[src/rtl/i2cm2_pkg.sv]
// Shared constants for the second-generation I2C master register file:
// register offsets, interrupt bit positions, CTRL fields and parameter limits.
package i2cm2_pkg;

    typedef enum logic [3:0] {
        OFF_DEVICE_ID  = 4'h0,
        OFF_OFFSET     = 4'h1,
        OFF_LEN_LSB    = 4'h2,
        OFF_LEN_MSB    = 4'h3,
        OFF_CTRL       = 4'h4,
        OFF_DATA       = 4'h5,
        OFF_TFIFO_FREE = 4'h6,
        OFF_RFIFO_CNT  = 4'h7,
        OFF_FIFO_CLR   = 4'h8,
        OFF_TP_LSB     = 4'h9,
        OFF_TP_MSB     = 4'hA,
        OFF_STATE      = 4'hB,
        OFF_INT_STATUS = 4'hC,
        OFF_INT_EN     = 4'hD,
        OFF_RFIFO_THR  = 4'hE,
        OFF_TFIFO_THR  = 4'hF
    } reg_off_e;

    localparam int INT_DONE    = 0;
    localparam int INT_NACK    = 1;
    localparam int INT_TOVF    = 2;
    localparam int INT_RUDF    = 3;
    localparam int INT_RTHR    = 4;
    localparam int INT_TTHR    = 5;
    localparam int INT_CMD_ERR = 6;
    localparam int INT_BITS    = 7;

    localparam int CTRL_EN    = 0;
    localparam int CTRL_START = 1;
    localparam int CTRL_NOD   = 2;
    localparam int CTRL_TT_LO = 4;
    localparam int CTRL_TT_HI = 6;

    localparam int FIFO_CLR_T = 0;
    localparam int FIFO_CLR_R = 1;

    // A NACK seen in this byte-FSM state is expected and not reported.
    localparam logic [3:0] NACK_IGNORE_STATE = 4'd2;

    localparam int ADDR_WIDTH_MIN = 2;
    localparam int ADDR_WIDTH_MAX = 7;
    localparam int LEN_WIDTH_MIN  = 9;
    localparam int LEN_WIDTH_MAX  = 16;
    localparam int TP_WIDTH_MIN   = 9;
    localparam int TP_WIDTH_MAX   = 16;

endpackage

[src/rtl/i2cm2_irq.sv]
// Interrupt block: FIFO threshold edge detectors, W1C status, enable mask
// and the registered irq output.
module i2cm2_irq
    import i2cm2_pkg::*;
#(
    parameter int CW = 4
) (
    input  logic                i_clk,
    input  logic                i_rst,
    input  logic                i_en,
    input  logic                i_done,
    input  logic                i_nack,
    input  logic                i_tovf,
    input  logic                i_rudf,
    input  logic                i_cmd_err,
    input  logic [CW-1:0]       i_rcnt,
    input  logic [CW-1:0]       i_tfree,
    input  logic [CW-1:0]       i_rthr,
    input  logic [CW-1:0]       i_tthr,
    input  logic                i_status_wr,
    input  logic                i_int_en_wr,
    input  logic [7:0]          i_wdata,
    output logic [INT_BITS-1:0] o_status,
    output logic [INT_BITS-1:0] o_int_en,
    output logic                o_irq
);

    logic                w_rlvl;
    logic                w_tlvl;
    logic [INT_BITS-1:0] w_set;
    logic [INT_BITS-1:0] w_clr;
    logic                r_rlvl_d;
    logic                r_tlvl_d;
    logic [INT_BITS-1:0] r_status;
    logic [INT_BITS-1:0] r_int_en;
    logic                r_irq;

    // NOTE: every always_comb output gets a default first so no path can infer a latch.
    always_comb begin
        w_set  = '0;
        w_clr  = '0;
        w_rlvl = (i_rthr != '0) && (i_rcnt >= i_rthr);
        w_tlvl = (i_tthr != '0) && (i_tfree >= i_tthr);
        w_set[INT_DONE]    = i_done;
        w_set[INT_NACK]    = i_nack;
        w_set[INT_TOVF]    = i_tovf;
        w_set[INT_RUDF]    = i_rudf;
        w_set[INT_RTHR]    = w_rlvl & ~r_rlvl_d;
        w_set[INT_TTHR]    = w_tlvl & ~r_tlvl_d;
        w_set[INT_CMD_ERR] = i_cmd_err;
        if (i_status_wr) begin
            w_clr = i_wdata[INT_BITS-1:0];
        end
    end

    // NOTE: state updates use non-blocking assignments so every flop samples pre-edge values.
    always_ff @(posedge i_clk or posedge i_rst) begin
        if (i_rst) begin
            r_rlvl_d <= 1'b0;
            r_tlvl_d <= 1'b0;
            r_status <= '0;
            r_int_en <= '0;
            r_irq    <= 1'b0;
        end else begin
            if (i_int_en_wr) begin
                r_int_en <= i_wdata[INT_BITS-1:0];
            end
            if (!i_en) begin
                r_status <= '0;
                r_rlvl_d <= 1'b0;
                r_tlvl_d <= 1'b0;
            end else begin
                // Set is OR-ed after the clear so a coincident event survives the W1C.
                r_status <= (r_status & ~w_clr) | w_set;
                r_rlvl_d <= w_rlvl;
                r_tlvl_d <= w_tlvl;
            end
            r_irq <= |(r_status & r_int_en);
        end
    end

    assign o_status = r_status;
    assign o_int_en = r_int_en;
    assign o_irq    = r_irq;

endmodule

[src/rtl/i2cm2_regfile.sv]
// RAB-side register file for the I2C master: address decode, configuration
// registers, start/busy tracking and registered readback.
module i2cm2_regfile
    import i2cm2_pkg::*;
#(
    parameter int ADDR_WIDTH = 3,
    parameter int LEN_WIDTH  = 10,
    parameter int TP_WIDTH   = 10,
    parameter int TP_RESET   = 20
) (
    input  logic                  sys_clk,
    input  logic                  sys_rst,
    input  logic [4:0]            baseaddr,
    input  logic                  i2cm_wr,
    input  logic                  i2cm_rd,
    input  logic [8:0]            rab_addr,
    input  logic [7:0]            i2cm_wdata,
    input  logic [7:0]            rfifo_data_to_reg,
    input  logic                  rfifo_empty,
    input  logic                  tfifo_empty,
    input  logic [ADDR_WIDTH:0]   tfifo_freecnt,
    input  logic [ADDR_WIDTH:0]   rfifo_wordcnt,
    input  logic                  fsm_using,
    input  logic                  slave_waiting,
    input  logic                  non_ack,
    input  logic                  tfifo_overflow,
    input  logic                  rfifo_underflow,
    input  logic                  sto_condition,
    input  logic [3:0]            byte_fsm_status,
    output logic [7:0]            i2cm_rdata,
    output logic                  i2cm_ack,
    output logic                  tfifo_push,
    output logic                  rfifo_pop,
    output logic [7:0]            tfifo_data_from_reg,
    output logic [7:0]            device_id_seg,
    output logic [7:0]            offset,
    output logic [LEN_WIDTH-1:0]  data_len,
    output logic [TP_WIDTH-1:0]   timing_para,
    output logic                  i2c_en,
    output logic                  start,
    output logic                  opendrain,
    output logic                  tfifo_en,
    output logic                  rfifo_en,
    output logic [2:0]            trans_type,
    output logic                  irq
);

    localparam int CW = ADDR_WIDTH + 1;

    if (ADDR_WIDTH < ADDR_WIDTH_MIN || ADDR_WIDTH > ADDR_WIDTH_MAX) begin : g_bad_addr_width
        $error("i2cm2_regfile: ADDR_WIDTH out of range");
    end
    if (LEN_WIDTH < LEN_WIDTH_MIN || LEN_WIDTH > LEN_WIDTH_MAX) begin : g_bad_len_width
        $error("i2cm2_regfile: LEN_WIDTH out of range");
    end
    if (TP_WIDTH < TP_WIDTH_MIN || TP_WIDTH > TP_WIDTH_MAX) begin : g_bad_tp_width
        $error("i2cm2_regfile: TP_WIDTH out of range");
    end

    logic                 w_sel;
    logic                 w_wr;
    logic                 w_rd;
    reg_off_e             w_off;
    logic                 w_start_req;
    logic                 w_start_ok;
    logic                 w_cmd_err;
    logic [7:0]           w_rdata;
    logic [INT_BITS-1:0]  w_status;
    logic [INT_BITS-1:0]  w_int_en;
    logic                 w_irq;

    logic [7:0]           r_device_id;
    logic [7:0]           r_offset;
    logic [LEN_WIDTH-1:0] r_len;
    logic [TP_WIDTH-1:0]  r_tp;
    logic                 r_i2c_en;
    logic                 r_start;
    logic                 r_nod;
    logic [2:0]           r_tt;
    logic                 r_tclr;
    logic                 r_rclr;
    logic                 r_busy;
    logic [CW-1:0]        r_rthr;
    logic [CW-1:0]        r_tthr;
    logic [7:0]           r_rdata;
    logic                 r_ack;

    assign w_sel       = (rab_addr[8:4] == baseaddr);
    assign w_off       = reg_off_e'(rab_addr[3:0]);
    assign w_wr        = i2cm_wr & w_sel;
    assign w_rd        = i2cm_rd & w_sel;
    assign w_start_req = w_wr && (w_off == OFF_CTRL) && i2cm_wdata[CTRL_START];
    assign w_start_ok  = w_start_req & i2cm_wdata[CTRL_EN] & ~r_busy;
    assign w_cmd_err   = w_start_req & r_busy;

    always_ff @(posedge sys_clk or posedge sys_rst) begin
        if (sys_rst) begin
            r_device_id <= '0;
            r_offset    <= '0;
            r_len       <= '0;
            r_tp        <= TP_WIDTH'(TP_RESET);
            r_i2c_en    <= 1'b0;
            r_start     <= 1'b0;
            r_nod       <= 1'b0;
            r_tt        <= '0;
            r_tclr      <= 1'b0;
            r_rclr      <= 1'b0;
            r_busy      <= 1'b0;
            r_rthr      <= '0;
            r_tthr      <= '0;
        end else begin
            r_start <= w_start_ok;
            r_tclr  <= 1'b0;
            r_rclr  <= 1'b0;
            if (w_wr) begin
                case (w_off)
                    OFF_DEVICE_ID: r_device_id <= i2cm_wdata;
                    OFF_OFFSET:    r_offset    <= i2cm_wdata;
                    OFF_LEN_LSB:   r_len[7:0]  <= i2cm_wdata;
                    OFF_LEN_MSB:   r_len[LEN_WIDTH-1:8] <= i2cm_wdata[LEN_WIDTH-9:0];
                    OFF_CTRL: begin
                        r_i2c_en <= i2cm_wdata[CTRL_EN];
                        r_nod    <= i2cm_wdata[CTRL_NOD];
                        r_tt     <= i2cm_wdata[CTRL_TT_HI:CTRL_TT_LO];
                    end
                    OFF_FIFO_CLR: begin
                        r_tclr <= i2cm_wdata[FIFO_CLR_T];
                        r_rclr <= i2cm_wdata[FIFO_CLR_R];
                    end
                    OFF_TP_LSB:    r_tp[7:0]  <= i2cm_wdata;
                    OFF_TP_MSB:    r_tp[TP_WIDTH-1:8] <= i2cm_wdata[TP_WIDTH-9:0];
                    OFF_RFIFO_THR: r_rthr <= i2cm_wdata[CW-1:0];
                    OFF_TFIFO_THR: r_tthr <= i2cm_wdata[CW-1:0];
                    default: ;
                endcase
            end
            // An accepted start wins over a stop or disable seen in the same cycle.
            if (w_start_ok) begin
                r_busy <= 1'b1;
            end else if (sto_condition || !r_i2c_en) begin
                r_busy <= 1'b0;
            end
        end
    end

    always_comb begin
        w_rdata = '0;
        case (w_off)
            OFF_DEVICE_ID:  w_rdata = r_device_id;
            OFF_OFFSET:     w_rdata = r_offset;
            OFF_LEN_LSB:    w_rdata = r_len[7:0];
            OFF_LEN_MSB:    w_rdata[LEN_WIDTH-9:0] = r_len[LEN_WIDTH-1:8];
            OFF_CTRL:       w_rdata = {1'b0, r_tt, 1'b0, r_nod, r_start, r_i2c_en};
            OFF_DATA:       w_rdata = rfifo_data_to_reg;
            OFF_TFIFO_FREE: w_rdata[CW-1:0] = tfifo_freecnt;
            OFF_RFIFO_CNT:  w_rdata[CW-1:0] = rfifo_wordcnt;
            OFF_FIFO_CLR:   w_rdata[7:4] = byte_fsm_status;
            OFF_TP_LSB:     w_rdata = r_tp[7:0];
            OFF_TP_MSB:     w_rdata[TP_WIDTH-9:0] = r_tp[TP_WIDTH-1:8];
            OFF_STATE:      w_rdata = {3'b000, slave_waiting, fsm_using,
                                       tfifo_empty, ~rfifo_empty, r_busy};
            OFF_INT_STATUS: w_rdata[INT_BITS-1:0] = w_status;
            OFF_INT_EN:     w_rdata[INT_BITS-1:0] = w_int_en;
            OFF_RFIFO_THR:  w_rdata[CW-1:0] = r_rthr;
            OFF_TFIFO_THR:  w_rdata[CW-1:0] = r_tthr;
            default:        w_rdata = '0;
        endcase
    end

    // NOTE: only control and data-path registers carry the async reset; no memories here.
    always_ff @(posedge sys_clk or posedge sys_rst) begin
        if (sys_rst) begin
            r_rdata <= '0;
            r_ack   <= 1'b0;
        end else begin
            if (w_rd) begin
                r_rdata <= w_rdata;
            end
            r_ack <= w_wr | w_rd;
        end
    end

    i2cm2_irq #(
        .CW (CW)
    ) u_irq (
        .i_clk       (sys_clk),
        .i_rst       (sys_rst),
        .i_en        (r_i2c_en),
        .i_done      (sto_condition & r_busy),
        .i_nack      (non_ack && (byte_fsm_status != NACK_IGNORE_STATE)),
        .i_tovf      (tfifo_overflow),
        .i_rudf      (rfifo_underflow),
        .i_cmd_err   (w_cmd_err),
        .i_rcnt      (rfifo_wordcnt),
        .i_tfree     (tfifo_freecnt),
        .i_rthr      (r_rthr),
        .i_tthr      (r_tthr),
        .i_status_wr (w_wr && (w_off == OFF_INT_STATUS)),
        .i_int_en_wr (w_wr && (w_off == OFF_INT_EN)),
        .i_wdata     (i2cm_wdata),
        .o_status    (w_status),
        .o_int_en    (w_int_en),
        .o_irq       (w_irq)
    );

    assign i2cm_rdata          = r_rdata;
    assign i2cm_ack            = r_ack;
    assign tfifo_push          = w_wr && (w_off == OFF_DATA);
    assign rfifo_pop           = w_rd && (w_off == OFF_DATA);
    assign tfifo_data_from_reg = i2cm_wdata;
    assign device_id_seg       = r_device_id;
    assign offset              = r_offset;
    assign data_len            = r_len;
    assign timing_para         = r_tp;
    assign i2c_en              = r_i2c_en;
    assign start               = r_start;
    assign opendrain           = ~r_nod;
    assign tfifo_en            = r_i2c_en & ~r_tclr;
    assign rfifo_en            = r_i2c_en & ~r_rclr;
    assign trans_type          = r_tt;
    assign irq                 = w_irq;

endmodule

[config.mk]
export PLATFORM = sky130hd
export DESIGN_NAME = i2cm2_regfile
export DESIGN_NICKNAME = d
export VERILOG_FILES = /design/src/rtl/i2cm2_pkg.sv /design/src/rtl/i2cm2_irq.sv /design/src/rtl/i2cm2_regfile.sv
export SDC_FILE = /design/constraint.sdc
export NUM_CORES = 1
export LEC_CHECK = 0
export ABC_AREA = 0
export CELL_PAD_IN_SITES_DETAIL_PLACEMENT = 1
export CELL_PAD_IN_SITES_GLOBAL_PLACEMENT = 1
export CORE_MARGIN = 5
export CORE_UTILIZATION = 25
export CTS_CLUSTER_SIZE = 30
export DETAILED_ROUTE_END_ITERATION = 7
export DONT_BUFFER_PORTS = 1
export PLACE_DENSITY_LB_ADDON = 0.1
export SYNTH_ARGS = -nofsm -noshare
export SYNTH_HDL_FRONTEND = slang
export SYNTH_SLANG_ARGS = --single-unit
[constraint.sdc]
create_clock -name sys_clk -period 6.8 [get_ports sys_clk]
set_clock_uncertainty 0.2 [all_clocks]
set_input_delay 1.02 -clock sys_clk [delete_from_list [all_inputs] [get_ports sys_clk]]
set_output_delay 1.02 -clock sys_clk [all_outputs]
set_load 0.05 [all_outputs]
==> results of run 1 <==
[metrics by stage]
step / cell area [sq um] / setup WS [ns] / total power [W] / std cells
floorplan: 4680 / 2.73 / 0.000687 / 396
global placement: 4690 / 2.94 / 0.000689 / 596
detailed placement: 4690 / 2.91 / 0.000691 / 596
CTS: 4990 / 2.91 / 0.00120 / 612
global route: 4990 / 2.83 / 0.00123 / 612
finish: 4990 / 2.95 / 0.00118 / 612
[cells by family (layout without fill, tap and decap cells)]
logic type	count (synthesis)	after routing	share of synthesized area, %
muxes	88	88	23.6
buffers and inverters	56	38	8.08
AOI/OAI and AO/OA	65	65	10.7
and+or+nand+nor	95	95	12.2
xor gates and xnor gates	5	5	0.937
adders and majority gates	8	8	2.14
DFF	79	79	42.3
[per-layer routing]
layer / wire length, um / global-route usage [%] / part of all wire [%]
met5: 0 / 0 / 0
met4: 242 / 4.70 / 1.4
met3: 1280 / 5.40 / 7.6
met2: 7790 / 24.5 / 46
met1: 7620 / 21.2 / 45
[power groups by stage]
stage | logic [W] | registers (W) | clock network [W]
3_5_place_dp | 0.0000985 | 0.000592 | 0
3_3_place_gp | 0.0000971 | 0.000592 | 0
2_1_floorplan | 0.000106 | 0.000582 | 0
6_report | 0.0000967 | 0.000582 | 0.000503
4_1_cts | 0.0000990 | 0.000583 | 0.000519
5_1_grt | 0.000108 | 0.000586 | 0.000538
[cell type report]
cell class                 count  area [sq um]  share of cell area (%)
clock buffer                  11           243                    4.86
tap                          234           293                    5.87
sequential                    79          1980                    39.7
multi-input combinational    261          2330                    46.7
inverter                      21          80.1                    1.60
clock inverter                 5          58.8                    1.18
timing repair buffer           1          7.51                   0.150
[worst max-delay path: cells and delay by family]
| family | cells | cell delay, ns |
|---|---|---|
| AND/OR/NAND/NOR | 4 | 1.45 |
| XOR/XNOR | 1 | 0.16 |
[path summary, 6_finish.rpt]
path	slack, ns	to	from	cells past startpoint
worst max register to register	4.34	i2cm_rdata[0]	i2c_en	5
min in group sys_clk	0.32	u_irq.o_int_en[5]	u_irq.o_int_en[5]	1
worst min-delay path	0.30	u_irq.o_status[3]	sys_rst	1
worst min register to register	0.32	u_irq.o_int_en[5]	u_irq.o_int_en[5]	1
worst max-delay path	2.95	rfifo_pop	baseaddr[4]	5
max in group asynchronous	4.95	timing_para[0]	sys_rst	2
[flip-flops by register name, summed over array words and instances, names as in the netlist]
signal          count
offset              8
u_irq.o_irq         1
r_rthr              4
u_irq.r_tlvl_d      1
timing_para        10
u_irq.r_rlvl_d      1
r_nod               1
u_irq.o_int_en      7
device_id_seg       8
r_busy              1
i2cm_ack            1
r_tthr              4
r_tclr              1
u_irq.o_status      7
i2cm_rdata          8
r_rclr              1
i2c_en              1
start               1
trans_type          3
data_len           10
[cells in the final DEF, fill, tap and decap left out, types with 2 or more instances in the layout]
cell type   netlist  final
mux2_1            7      7
and4_4            4      4
a31oi_1           9      9
a211oi_1          2      2
and4_1            4      4
nor3_2            1      3
nand3b_1          3      3
dfstp_2           2      2
a21oi_1           8      8
a22oi_1           4      4
mux2i_1          16     16
xnor2_1           5      5
a21o_1            2      2
nor2_1           16     16
o41ai_1           2      2
clkinvlp_4        0      2
clkbuf_16         0      9
o221ai_1          2      2
o21ai_0           4      4
a311oi_1          6      6
and3_1            8      8
a31o_2            2      2
inv_1            21     20
o32ai_1           3      3
ha_1              8      8
clkinv_2          0      2
mux2_2           32     32
nor2_4            2      2
o22ai_1           2      2
a32o_1            3      3
nor2b_1           2      2
nand3_1           7      7
nand2b_1          7      7
nor3_1            9      7
nand2_1          18     18
o31ai_1           3      3
dfrtp_1          77     77
mux2_4           32     32
==> out/qor.yml, run 1 <==
outcome:
  outcome: "finished clean"
final_layout:
  layout-drive-gt1-share_pct: 27.2
  nets: 435
  area_growth_pct: 6.72
  n_fill_cell: 2002
  n_antenna_cell: 0
  fin_util_pct: 26.9
pwr:
  switchingPower_w: 0.000349
  clockPowerShare_pct: 42.6
  p_int_w: 0.000833
  swShare_pct: 29.5
  p_leak_nw: 2.19
  peakVddDrop_v: 0.000118
  p_comb_share_pct: 8.2
  seq_power_share_pct: 49.2
  power.density_mw_per_mm2: 237
clock_network:
  cts_buffers: 9
  post-cts-setup-buffer-count: 0
  h-tree-depth: 3
  clk_pin_slew_ns: 0.07
  clkLatencyLatePin_ns: 0.35
  clockRootBuffer: "clkbuf_16"
  clock_path_buffers: 2
  postCtsHoldBufs: 0
  clkSinkCount: 79
  cts_resized: 0
  cts_tree: "built"
setup_path:
  worstPathRequired_ns: 5.58
  path_class: "in2out"
  cp_max_fo: 12
  arrival_ns: 2.63
  start_kind: "primary input"
  cpPeakStageDelay_ns: 0.73
  slowest_stage: "nor3_2"
  crit_chain: "xnor2_1 > nand3_2 > nor2_4 > nand2_2 > nor3_2"
  cp-end-kind: "output pin"
global_routing:
  grt_max_degree: 63
  grt_usage_pct: 15.9
  first_global_vias: 3501
  antenna_found_initial: 0
  overflow: 0
  grt_pass1_wl_um: 25000
placed_design:
  port_buffers: 0
  routabilityCongestion: 0.788
  dp_hpwl_um: 12600
route:
  firstDrtPassIters: 4
  avgRoutedWirePerCell_um: 27.7
  ant_nets: 0
  wirelength_um: 16900
  vias: 3189
  drc_errors: 0
  drt_iter0_markers: 221
  avgViaCountPerCell: 5.21
timing:
  slew_headroom_pct: 39.2
  period_share_pct: 56.7
  fin_crit_ns: 3.85
  hold_violations: 0
  fmax_ghz: 0.259
  hold_ws_ns: 0.295
  setup_tns_ns: 0
  setup_violations: 0
  worst-slew-pin-transition_ns: 0.908
  slew_viol_final: 0
  rsz0062_at_grt: "no"
yosys:
  synth_top_area_share_pct: 41.2
  synth.most_common_cell: "dfrtp_1"
  yosysTopAreaCell: "dfrtp_1"
  synth_commonest_cells: "77 x dfrtp_1, 32 x mux2_2, 32 x mux2_4, 21 x inv_1, 18 x nand2_1"
  ys_ff_latch: 79
  postSynthCellCount: 396
  synth_area_leaders: "dfrtp_1 41%, mux2_4 10%, mux2_2 7.7%"
  syn_area_sq_mm: 0.00468
  syn_nets: 458
  synthDistinctLibCells: 69
  ys_warn_count: 0
  synth_ff_type: "dfrtp_1"
  async_flop_share_pct: 100
  synth_edf_count: 0
  synth.avg_cell_area_sq_um: 11.8
  seq_area_frac_synth_pct: 42.3
die:
  start_util_pct: 25.2
  fp.coreArea_sq_mm: 0.0186
  die_area_sq_mm: 0.0215
  pin_count: 118
  dieHeight_um: 147
  row_count: 50
  fp.dieW_um: 147
worst_hold_path:
  hp-class: "in2async"
flow_run:
  max_cap_violations: 0
(Power assumes the default switching activity.)
==> run 2, diff against run 1 <==
Clock period 6.8 ns to 3.4 ns, I/O delays scaled along.
==> run 2 against run 1 <==
  * Wire length is 0.51% higher
  * Clock power is 79% higher
  * Setup slack worse by 2.1 ns
  * Die area stayed put
  * Flip-flop and latch count stayed put
==> out/qor.yml, run 2 (synthesis gave the netlist of run 1 again) <==
die:
  row_count: 50  # unchanged
  fp.dieW_um: 147  # unchanged
  fp.coreArea_sq_mm: 0.0186  # unchanged
  dieHeight_um: 147  # unchanged
  start_util_pct: 25.2  # unchanged
  die_area_sq_mm: 0.0215  # unchanged
  pin_count: 118  # unchanged
clock_network:
  cts_tree: "built"  # unchanged
  clockRootBuffer: "clkbuf_16"  # unchanged
  clkSinkCount: 79  # unchanged
  post-cts-setup-buffer-count: 0  # unchanged
  cts_buffers: 9  # unchanged
  clock_path_buffers: 2  # unchanged
  cts_resized: 0  # unchanged
  postCtsHoldBufs: 0  # unchanged
  h-tree-depth: 3  # unchanged
  clkLatencyLatePin_ns: 0.35  # about the same
  clk_pin_slew_ns: 0.06  # was 0.07 ns
final_layout:
  final_cells: 619  # was 612
  nets: 442  # was 435
  n_antenna_cell: 0  # unchanged
  layout-drive-gt1-share_pct: 28.1  # was 27.2%
  layout.cells.most_common: "dfrtp_1"  # unchanged
  n_fill_cell: 2015  # was 2,002
  layout_common_cells: "77 x dfrtp_1, 32 x mux2_4, 32 x mux2_2"  # unchanged
  fin_area_sq_mm: 0.00500  # was 0.00499 sq mm
  area_growth_pct: 6.96  # was 6.72%
setup_path:
  arrival_ns: 1.83  # was 2.63 ns
  path_class: "in2out"  # unchanged
  r2r_start: "timing_para[9]"  # was i2c_en
  crit_start: "baseaddr[2]"  # was baseaddr[4]
  worstPathRequired_ns: 2.69  # was 5.58 ns
  cp-end-kind: "output pin"  # unchanged
  start_kind: "primary input"  # unchanged
  cp_max_fo: 12  # unchanged
route:
  avgRoutedWirePerCell_um: 27.5  # was 27.7 um
  drc_errors: 0  # unchanged
  vias: 3189  # unchanged
  firstDrtPassIters: 4  # unchanged
  drt_iter0_markers: 169  # was 221
  ant_nets: 0  # unchanged
  avgViaCountPerCell: 5.15  # was 5.21
  wirelength_um: 17000  # was 16,900 um
worst_hold_path:
  hp-class: "in2async"  # unchanged
timing:
  hold_violations: 0  # unchanged
  slew_viol_final: 0  # unchanged
  period_share_pct: 74.6
  rsz0062_at_grt: "no"  # unchanged
  fin_crit_ns: 2.54
  fmax_ghz: 0.394
  setup_violations: 0  # unchanged
  setup_tns_ns: 0  # unchanged
  slew_headroom_pct: 35.2  # was 39.2%
  hold_ws_ns: 0.0237  # was 0.295 ns
  worst-slew-pin-transition_ns: 0.971  # was 0.908 ns
placed_design:
  dp_hpwl_um: 12600  # about the same
  port_buffers: 0  # unchanged
  place_inst: 603  # was 596
  routabilityCongestion: 0.823  # was 0.788
  dpl_cell_area_sq_mm: 0.00474  # was 0.00469 sq mm
global_routing:
  overflow: 0  # unchanged
  grt_usage_pct: 16.2  # was 15.9%
  grt_pass1_wl_um: 25500  # was 25,000 um
  first_global_vias: 3460  # was 3,501
  antenna_found_initial: 0  # unchanged
  grt_max_degree: 49  # was 63
pwr:
  p_leak_nw: 2.22  # was 2.19 nW
  p_total_w: 0.00226  # was 0.00118 W
  power.density_mw_per_mm2: 452  # was 237 mW/mm^2
  peakVddDrop_v: 0.000231  # was 0.000118 V
outcome:
  outcome: "finished clean"  # unchanged
flow_run:
  max_cap_violations: 0  # unchanged
## run 2: final timing paths
| check | endpoint | depth (start not counted) | slack [ns] |
|---|---|---|---|
| min | device_id_seg[5] | 1 | 0.02 |
| min reg2reg | u_irq.o_int_en[5] | 1 | 0.33 |
| max in group asynchronous | timing_para[2] | 2 | 2.11 |
| max | rfifo_pop | 6 | 0.86 |
| min in group sys_clk | u_irq.o_status[3] | 1 | 0.05 |
| max reg2reg | i2cm_rdata[1] | 5 | 1.29 |
## run 2: layer usage
layer / vias up / share of wire, % / wire [um] / GRT usage, %
met2: 91 / 45 / 7740 / 24.9
met3: 16 / 5.1 / 869 / 4.04
met5: - / 0 / 0 / 0
met4: 0 / 2.1 / 366 / 5.88
li1: 1418 / - / - / -
met1: 1664 / 47 / 8050 / 22.0
## run 2: metrics by stage
step	utilization (%)	worst slack, ns
2_1_floorplan	-	0.353
3_3_place_gp	25.5	0.883
3_5_place_dp	25.5	0.828
4_1_cts	26.9	0.828
5_1_grt	26.9	0.762
6_report	26.9	0.864
## run 2: final cells by class
class	instances	area (sq um)	area share (%)
well taps	234	293	5.85
flip-flops and latches	79	1980	39.6
multi-input cells	261	2330	46.6
inverters	21	80.1	1.60
clock buffers	12	236	4.73
clock inverters	4	23.8	0.475
repair buffers	8	60.1	1.20
## run 2: worst max-delay path, stage by stage
cell     delay, ns
xnor2_1       0.17
nand3_2       0.16
nor2_4        0.33
nand2_2       0.24
nor3_2        0.19
buf_4         0.22
## run 2: power by group
group          switching [W]  total [W]  internal (W)
clock               0.000407   0.000900      0.000493
sequential          0.000177    0.00116      0.000984
combinational       0.000106   0.000202     0.0000958
